<file path="src/rtl/mimo_sym_mapper.sv">
`default_nettype none
// ============================================================================
//  Module   : mimo_sym_mapper
//  Purpose  : Transmit-side 64-QAM symbol mapper for the 8-dimension
//             real-valued MIMO chain. Packs a byte stream into 24-bit
//             vectors and maps each 3-bit group onto a Gray-coded PAM-8
//             level (12-bit signed, optionally scaled by LVL_SHIFT).
//  Ports    : clk, rstn       - clock, asynchronous active-low reset
//             in_valid/in_ready/in_data/in_last - byte input handshake
//             out_valid/out_ready               - vector output handshake
//             out_sym  [95:0] - s1 = [11:0] ... s8 = [95:84]
//             out_last        - vector closes the frame
//             out_idx  [7:0]  - vector index within the frame
//  Revision : 1.0 - initial release
// ============================================================================
module mimo_sym_mapper #(
    parameter int LVL_SHIFT = 0
) (
    input  logic        clk,
    input  logic        rstn,
    input  logic        in_valid,
    output logic        in_ready,
    input  logic [7:0]  in_data,
    input  logic        in_last,
    output logic        out_valid,
    input  logic        out_ready,
    output logic [95:0] out_sym,
    output logic        out_last,
    output logic [7:0]  out_idx
);

    // Assembly state: number of bytes held, or a complete vector parked.
    typedef enum logic [1:0] {
        ST_B0   = 2'd0,
        ST_B1   = 2'd1,
        ST_B2   = 2'd2,
        ST_FULL = 2'd3
    } state_t;

    state_t      r_state;
    state_t      w_state_nxt;
    logic [23:0] r_word;
    logic        r_pend_last;
    logic        r_out_valid;
    logic [95:0] r_out_sym;
    logic        r_out_last;
    logic [7:0]  r_out_idx;
    logic [7:0]  r_frame_cnt;

    logic        w_accept;
    logic        w_slot_free;
    logic        w_complete;
    logic [23:0] w_asm_word;
    logic        w_load;
    logic [23:0] w_load_word;
    logic        w_load_last;
    logic [95:0] w_map_sym;

    // Gray PAM-8: converting the Gray code to a binary index gives a
    // monotone level 2*idx - 7, then sign-extend and scale.
    function automatic logic [11:0] f_map(input logic [2:0] i_g);
        logic [2:0]        v_idx;
        logic signed [4:0] v_lvl;
        logic [11:0]       v_ext;
        v_idx = {i_g[2], i_g[2] ^ i_g[1], i_g[2] ^ i_g[1] ^ i_g[0]};
        v_lvl = $signed({1'b0, v_idx, 1'b0}) - 5'sd7;
        v_ext = {{7{v_lvl[4]}}, v_lvl};
        return v_ext << LVL_SHIFT;
    endfunction

    assign in_ready    = (r_state != ST_FULL);
    assign w_accept    = in_valid && in_ready;
    assign w_slot_free = !r_out_valid || out_ready;
    assign w_complete  = w_accept && ((r_state == ST_B2) || in_last);

    // Word as it would look with the current byte inserted; bytes above the
    // current position are forced to zero so an early in_last pads cleanly.
    always_comb begin
        w_asm_word = r_word;
        case (r_state)
            ST_B0:   w_asm_word = {16'h0000, in_data};
            ST_B1:   w_asm_word = {8'h00, in_data, r_word[7:0]};
            default: w_asm_word = {in_data, r_word[15:0]};
        endcase
    end

    // Next-state and output-register load decision.
    always_comb begin
        w_state_nxt = r_state;
        w_load      = 1'b0;
        w_load_word = w_asm_word;
        w_load_last = in_last;
        case (r_state)
            ST_FULL: begin
                if (w_slot_free) begin
                    w_load      = 1'b1;
                    w_load_word = r_word;
                    w_load_last = r_pend_last;
                    w_state_nxt = ST_B0;
                end
            end
            default: begin
                if (w_complete) begin
                    if (w_slot_free) begin
                        w_load      = 1'b1;
                        w_state_nxt = ST_B0;
                    end else begin
                        w_state_nxt = ST_FULL;
                    end
                end else if (w_accept) begin
                    w_state_nxt = (r_state == ST_B0) ? ST_B1 : ST_B2;
                end
            end
        endcase
    end

    for (genvar k = 0; k < 8; k++) begin : g_sym
        assign w_map_sym[12*k +: 12] = f_map(w_load_word[3*k +: 3]);
    end

    always_ff @(posedge clk or negedge rstn) begin
        if (!rstn) begin
            r_state <= ST_B0;
        end else begin
            r_state <= w_state_nxt;
        end
    end

    always_ff @(posedge clk or negedge rstn) begin
        if (!rstn) begin
            r_word      <= 24'h000000;
            r_pend_last <= 1'b0;
        end else if (w_accept) begin
            // In FULL no byte is accepted, so the parked vector stays in r_word.
            r_word      <= w_asm_word;
            r_pend_last <= in_last;
        end
    end

    always_ff @(posedge clk or negedge rstn) begin
        if (!rstn) begin
            r_out_valid <= 1'b0;
            r_out_sym   <= 96'h0;
            r_out_last  <= 1'b0;
            r_out_idx   <= 8'h00;
            r_frame_cnt <= 8'h00;
        end else if (w_load) begin
            r_out_valid <= 1'b1;
            r_out_sym   <= w_map_sym;
            r_out_last  <= w_load_last;
            r_out_idx   <= r_frame_cnt;
            r_frame_cnt <= w_load_last ? 8'h00 : r_frame_cnt + 8'h01;
        end else if (out_ready) begin
            r_out_valid <= 1'b0;
        end
    end

    assign out_valid = r_out_valid;
    assign out_sym   = r_out_sym;
    assign out_last  = r_out_last;
    assign out_idx   = r_out_idx;

endmodule
`default_nettype wire

</file>
<file path="config.mk">
export PLATFORM = sky130hd
export DESIGN_NAME = mimo_sym_mapper
export DESIGN_NICKNAME = d
export VERILOG_FILES = /design/src/rtl/mimo_sym_mapper.sv
export SDC_FILE = /design/constraint.sdc
export NUM_CORES = 1
export LEC_CHECK = 0
export CORE_ASPECT_RATIO = 2
export CORE_MARGIN = 4
export CORE_UTILIZATION = 40
export CTS_CLUSTER_DIAMETER = 150
export DETAILED_ROUTE_END_ITERATION = 10
export GPL_TIMING_DRIVEN = 0
export PLACE_DENSITY = 0.79
export SYNTH_ARGS = -nofsm -noshare
export SYNTH_HDL_FRONTEND = slang
export SYNTH_SLANG_ARGS = --single-unit
</file>
<file path="constraint.sdc">
create_clock -name clk -period 4.37 [get_ports clk]
set_input_delay 1.0925 -clock clk [delete_from_list [all_inputs] [get_ports clk]]
set_output_delay 1.0925 -clock clk [all_outputs]
set_load 0.005 [all_outputs]
</file>
Yosys cells after proc, flatten, opt, wreduce, memory -nomap -nowiden
Cells that the tools add are included.
- word-level logic and storage cells: 64
- output and inout bits: 107
- register bits after elaboration: 134
- input bits: 13
- bitwise gates (word level): 16
- equal/unequal tests: 5
- reductions and logical operators: 9
- add/sub/neg operators: 9
- mux-type cells: 17
- operator list (cell ; number):
    24-bit 2-to-1 mux ; 2
    24-bit case mux with 2 select lines ; 1
    4-bit by 3-bit subtractor with 5-bit output, second input constant ; 8
    1-bit bitwise XOR ; 16
    2-bit 2-to-1 mux ; 6
    8-bit by 1-bit adder with 8-bit output, second input constant ; 1
    8-bit 2-to-1 mux ; 1
    1-bit 2-to-1 mux ; 7
    2-bit equality test, second input constant ; 2
    2-bit inequality test, second input constant ; 2
    3-bit nonzero test ; 1
    2-bit by 1-bit equality test with 1-bit output, second input constant ; 1
    1-bit logical AND ; 2
    2-bit zero test ; 1
    1-bit logical OR ; 2
    2-bit AND reduction ; 1
    2-bit nonzero test ; 1
    1-bit zero test ; 1

Depth between registers and ports, before layout
- word-level depth: 7
- depth in mapped cells: 8
- gate-level depth less buffers: 5

Worst setup path before layout
No wires, ideal clock.
- path type: input-to-reg
- start: input out_ready
- end: register r_out_sym[25], in the netlist out_sym[25]
- setup time: 0.069 ns
- data required time: 4.301 ns
- arrival time: 2.217 ns
- path buffers: 1
- setup slack: 2.084 ns
- cell stages on the path: 5
- path through: nor2b_1 or3_1 clkbuf_1 or4_1 nand3_1
- cells in the longest elaborated chain, start to end: 6
- elaborated cells on any way between the ends: 9
- classes of those cells: add/sub: 1; mux: 5; bitwise: 2; reduce/logical: 1
- RTL lines (item ; RTL line ; RTL):
    from (decl) ; 26 ; input logic out_ready,
    1-bit logical OR * ; 73 ; assign w_slot_free = !r_out_valid || out_ready;
    24-bit 2-to-1 mux ; 95 ; if (w_slot_free) begin
    24-bit 2-to-1 mux ; 93 ; case (r_state)
    1-bit bitwise XOR (2 in series) ; 65 ; v_idx = {i_g[2], i_g[2] ^ i_g[1], i_g[2] ^ i_g[1] ^ i_g[0]};
    4-bit by 3-bit subtractor with 5-bit output ; 66 ; v_lvl = $signed({1'b0, v_idx, 1'b0}) - 5'sd7;
    to (signal assigned) ; 149 ; r_out_sym <= w_map_sym;
    to (decl) ; 45 ; logic [95:0] r_out_sym;
Mark *: on every way between the ends. The rest lies on a longest branch, timed or not.
A chain may end at the register's enable or synchronous reset.

Final worst setup path
- start: input in_valid
- end: register r_frame_cnt[0]
- cells in the longest elaborated chain, start to end: 4
- RTL lines (item ; RTL line ; RTL):
    from (decl) ; 21 ; input logic in_valid,
    1-bit logical AND ; 72 ; assign w_accept = in_valid && in_ready;
    1-bit logical AND ; 74 ; assign w_complete = w_accept && ((r_state == ST_B2) || in_last);
    1-bit 2-to-1 mux ; 103 ; if (w_complete) begin
    1-bit 2-to-1 mux ; 93 ;
    to (signal assigned) ; 152 ; r_frame_cnt <= w_load_last ? 8'h00 : r_frame_cnt + 8'h01;
    to (decl) ; 48 ; logic [7:0] r_frame_cnt;
No other way between the ends.

==> out/summary.txt <==
critical path's largest stage delay: 0.61 ns
die width: 77.4 µm
Routed met2 length: 5960 µm
antenna-violating nets left: 0
Final setup viols: 0
Hold WS: 0.471 ns
Die Y-Extent: 147 µm
Layout area overhead: 43.5%
Clock power frac: 21.8%
most frequent cell after synthesis: nand2_1
Worst path slowest cell: clkdlybuf4s50_1
CTS clk-pin slew, worst paths: 0.05 ns
antenna cells: 0
leading area contributor after synthesis: dfrtp_1
worst endpoint required time: 4.61 ns
final WL: 10400 µm
critical path class: in -> reg
Fillers: 812
later-pin clock latency in the skew report: 0.33 ns
initial antenna violation count: 0
setup TNS: 0 ns
synth top area cells: dfrtp_1 45%, buf_4 14%, nand2_1 9.0%
Async SR Flop Fraction: 100%
Net Sw Power: 1.19 mW
post-layout util: 58.9%
Reg power frac: 27.6%
Post-synth EDFFs: 0
Top delay family on crit path: buffers and inverters
post-CTS sizing: 0
Slew @ Worst Pin: 0.882 ns
CP Max Fanout: 10
Pint: 2.75 mW
clk buf depth: 2
Netlist Area Pre-Place: 3850 µm²
final hold viol count: 0
critical path endpoint category: register
ys flop type: dfrtp_1
Arrival @ worst endpoint: 3.20 ns
GRT Total Usage: 18.9%
Buf/Inv on CP: 2
layout cells sized above 1: 20.4%
pre-CTS setup slack: 1.13 ns
CTS H-tree lvls: 3
met1 wire length: 3440 µm
DRT Pass-1 Iters: 5
Iteration-0 DRC Markers: 145
crit path launch type: input port
Final Cell Area: 5530 µm²
DP Area: 5170 µm²
Yosys reg bits: 70
crit path cell chain: clkdlybuf4s50_1, a21oi_1, nor3_1, clkbuf_1, nand3_1, o21ai_0
synthesized net count: 434
VDD IR max: 0.000384 V
GPL Wtd Cong: 0.923
Detailed Place HPWL: 8100 µm
PD cells: 712 nW/µm²
cts hold-fix bufs: 0
minimum clock period: 2.96 ns
Num CTS Buffers: 9
status: finished clean
num ports: 120
initial core utilization: 41.1%
pin count of the biggest net entering global routing: 71
RSZ-0062 raised after global routing: false
post-synth top area share: 45.4%
Comb pwr share: 50.6%
post-synth cell types: 38
number of port buffers: 119
Top Layer Used: met4
clk root buf: clkbuf_16
hold depth: 2
Num Clock Sinks: 70
Seq/Total Area, Yosys: 45.4%
Ys Warns: 0
Slew HR: 41.2%
Gate Count Post-Synth: 420
Final Max Slew Viols: 0
slack of the critical path: 1.41 ns
die footprint: 11400 µm²
Rows: 50
R2R depth: 5
max-cap viol count: 0
critical path depth: 6
Core ar.: 9380 µm²
wire per inst: 15.7 µm
Peak Freq: 0.338 GHz
Final Skew: 0.00496 ns
fin cells: 659
DR DRC count: 0
vias in the first global route: 3426
DR vias: 3381
synth cell count leaders: 92 x nand2_1, 73 x buf_4, 70 x dfrtp_1, 44 x o21ai_0, 14 x xnor2_1
total power: 3.94 mW
Synth Area per Inst: 9.18 µm²
NumNets Final: 564
Cells after DPL: 643
Final Cycle Share: 67.6%
met3 WL post-DR: 410 µm
CTS tree: built
Via density: 5.13
first-pass GRT wire length: 16900 µm
leakage: 2.44 nW
worst hold path type: reg -> reg
switch share: 30.2%
total gr overflow: 0
Setup Buffers After CTS: 0
## metal layers
metal,GRT usage [%],vias up
li1,-,1611
met1,18.1,1627
met2,35.0,107
met3,4.36,36
met4,12.3,0
met5,0,-
## worst paths after layout
check	from	to	slack (ns)
setup / recovery	in_valid	r_frame_cnt[0]	1.41
hold / removal	out_sym[26]	out_sym[26]	0.47
setup reg to reg	out_valid	r_frame_cnt[0]	2.32
hold reg to reg	out_sym[26]	out_sym[26]	0.47
max in group asynchronous	rstn	out_sym[87]	2.92
min in group asynchronous	rstn	out_sym[85]	0.87
## sequential cells by signal (all words and copies together), names as in the netlist
register     count
out_sym         25
r_word          24
out_idx          8
r_frame_cnt      8
r_state          2
out_last         1
out_valid        1
r_pend_last      1
## cell type report
type                       count  area, µm²  share of cell area [%]
sequential                    70       1750                    31.7
clock inverter                 5        105                    1.90
inverter                       5       18.8                   0.339
timing repair buffer         119       1190                    21.5
multi-input combinational    254       1460                    26.4
clock buffer                  11        253                    4.57
tap                          104        130                    2.35
buffer                        91        622                    11.2
## kinds of logic after synthesis
family,after synthesis,share of synthesized area (%)
multiplexers,21,5.87
flip-flops,70,45.4
AND/OR/NAND/NOR,131,14.8
buffers and inverters,96,16.6
AO/OA/AOI/OAI,81,12.4
adder cells (fa/ha/maj),1,0.325
XOR/XNOR,20,4.54
## power groups by stage
stage,Combinational [mW],Sequential [mW],Clock (mW)
6_report,1.99,1.09,0.857
5_1_grt,2.15,1.13,0.896
4_1_cts,2.02,1.09,0.871
3_5_place_dp,2.01,1.10,0
3_3_place_gp,1.96,1.09,0
2_1_floorplan,0.954,1.07,0
## cell usage in the layout (no fill, tap or decap), types with 9 or more instances in the layout
cell type / synthesis / layout
buf_4: 73 / 74
clkbuf_1: 12 / 12
clkbuf_16: 0 / 9
clkdlybuf4s50_1: 0 / 118
dfrtp_1: 70 / 70
mux2_2: 13 / 13
nand2_1: 92 / 92
o21ai_0: 44 / 44
xnor2_1: 14 / 14
## worst register-to-register path: stages, from the launching register on
cell and delay [ns]:
dfrtp_1 0.39, nor2b_1 0.16, nor3_1 0.38, clkbuf_1 0.48, nand3_1 0.31, o21ai_0 0.25
(Power assumes the default switching activity.)
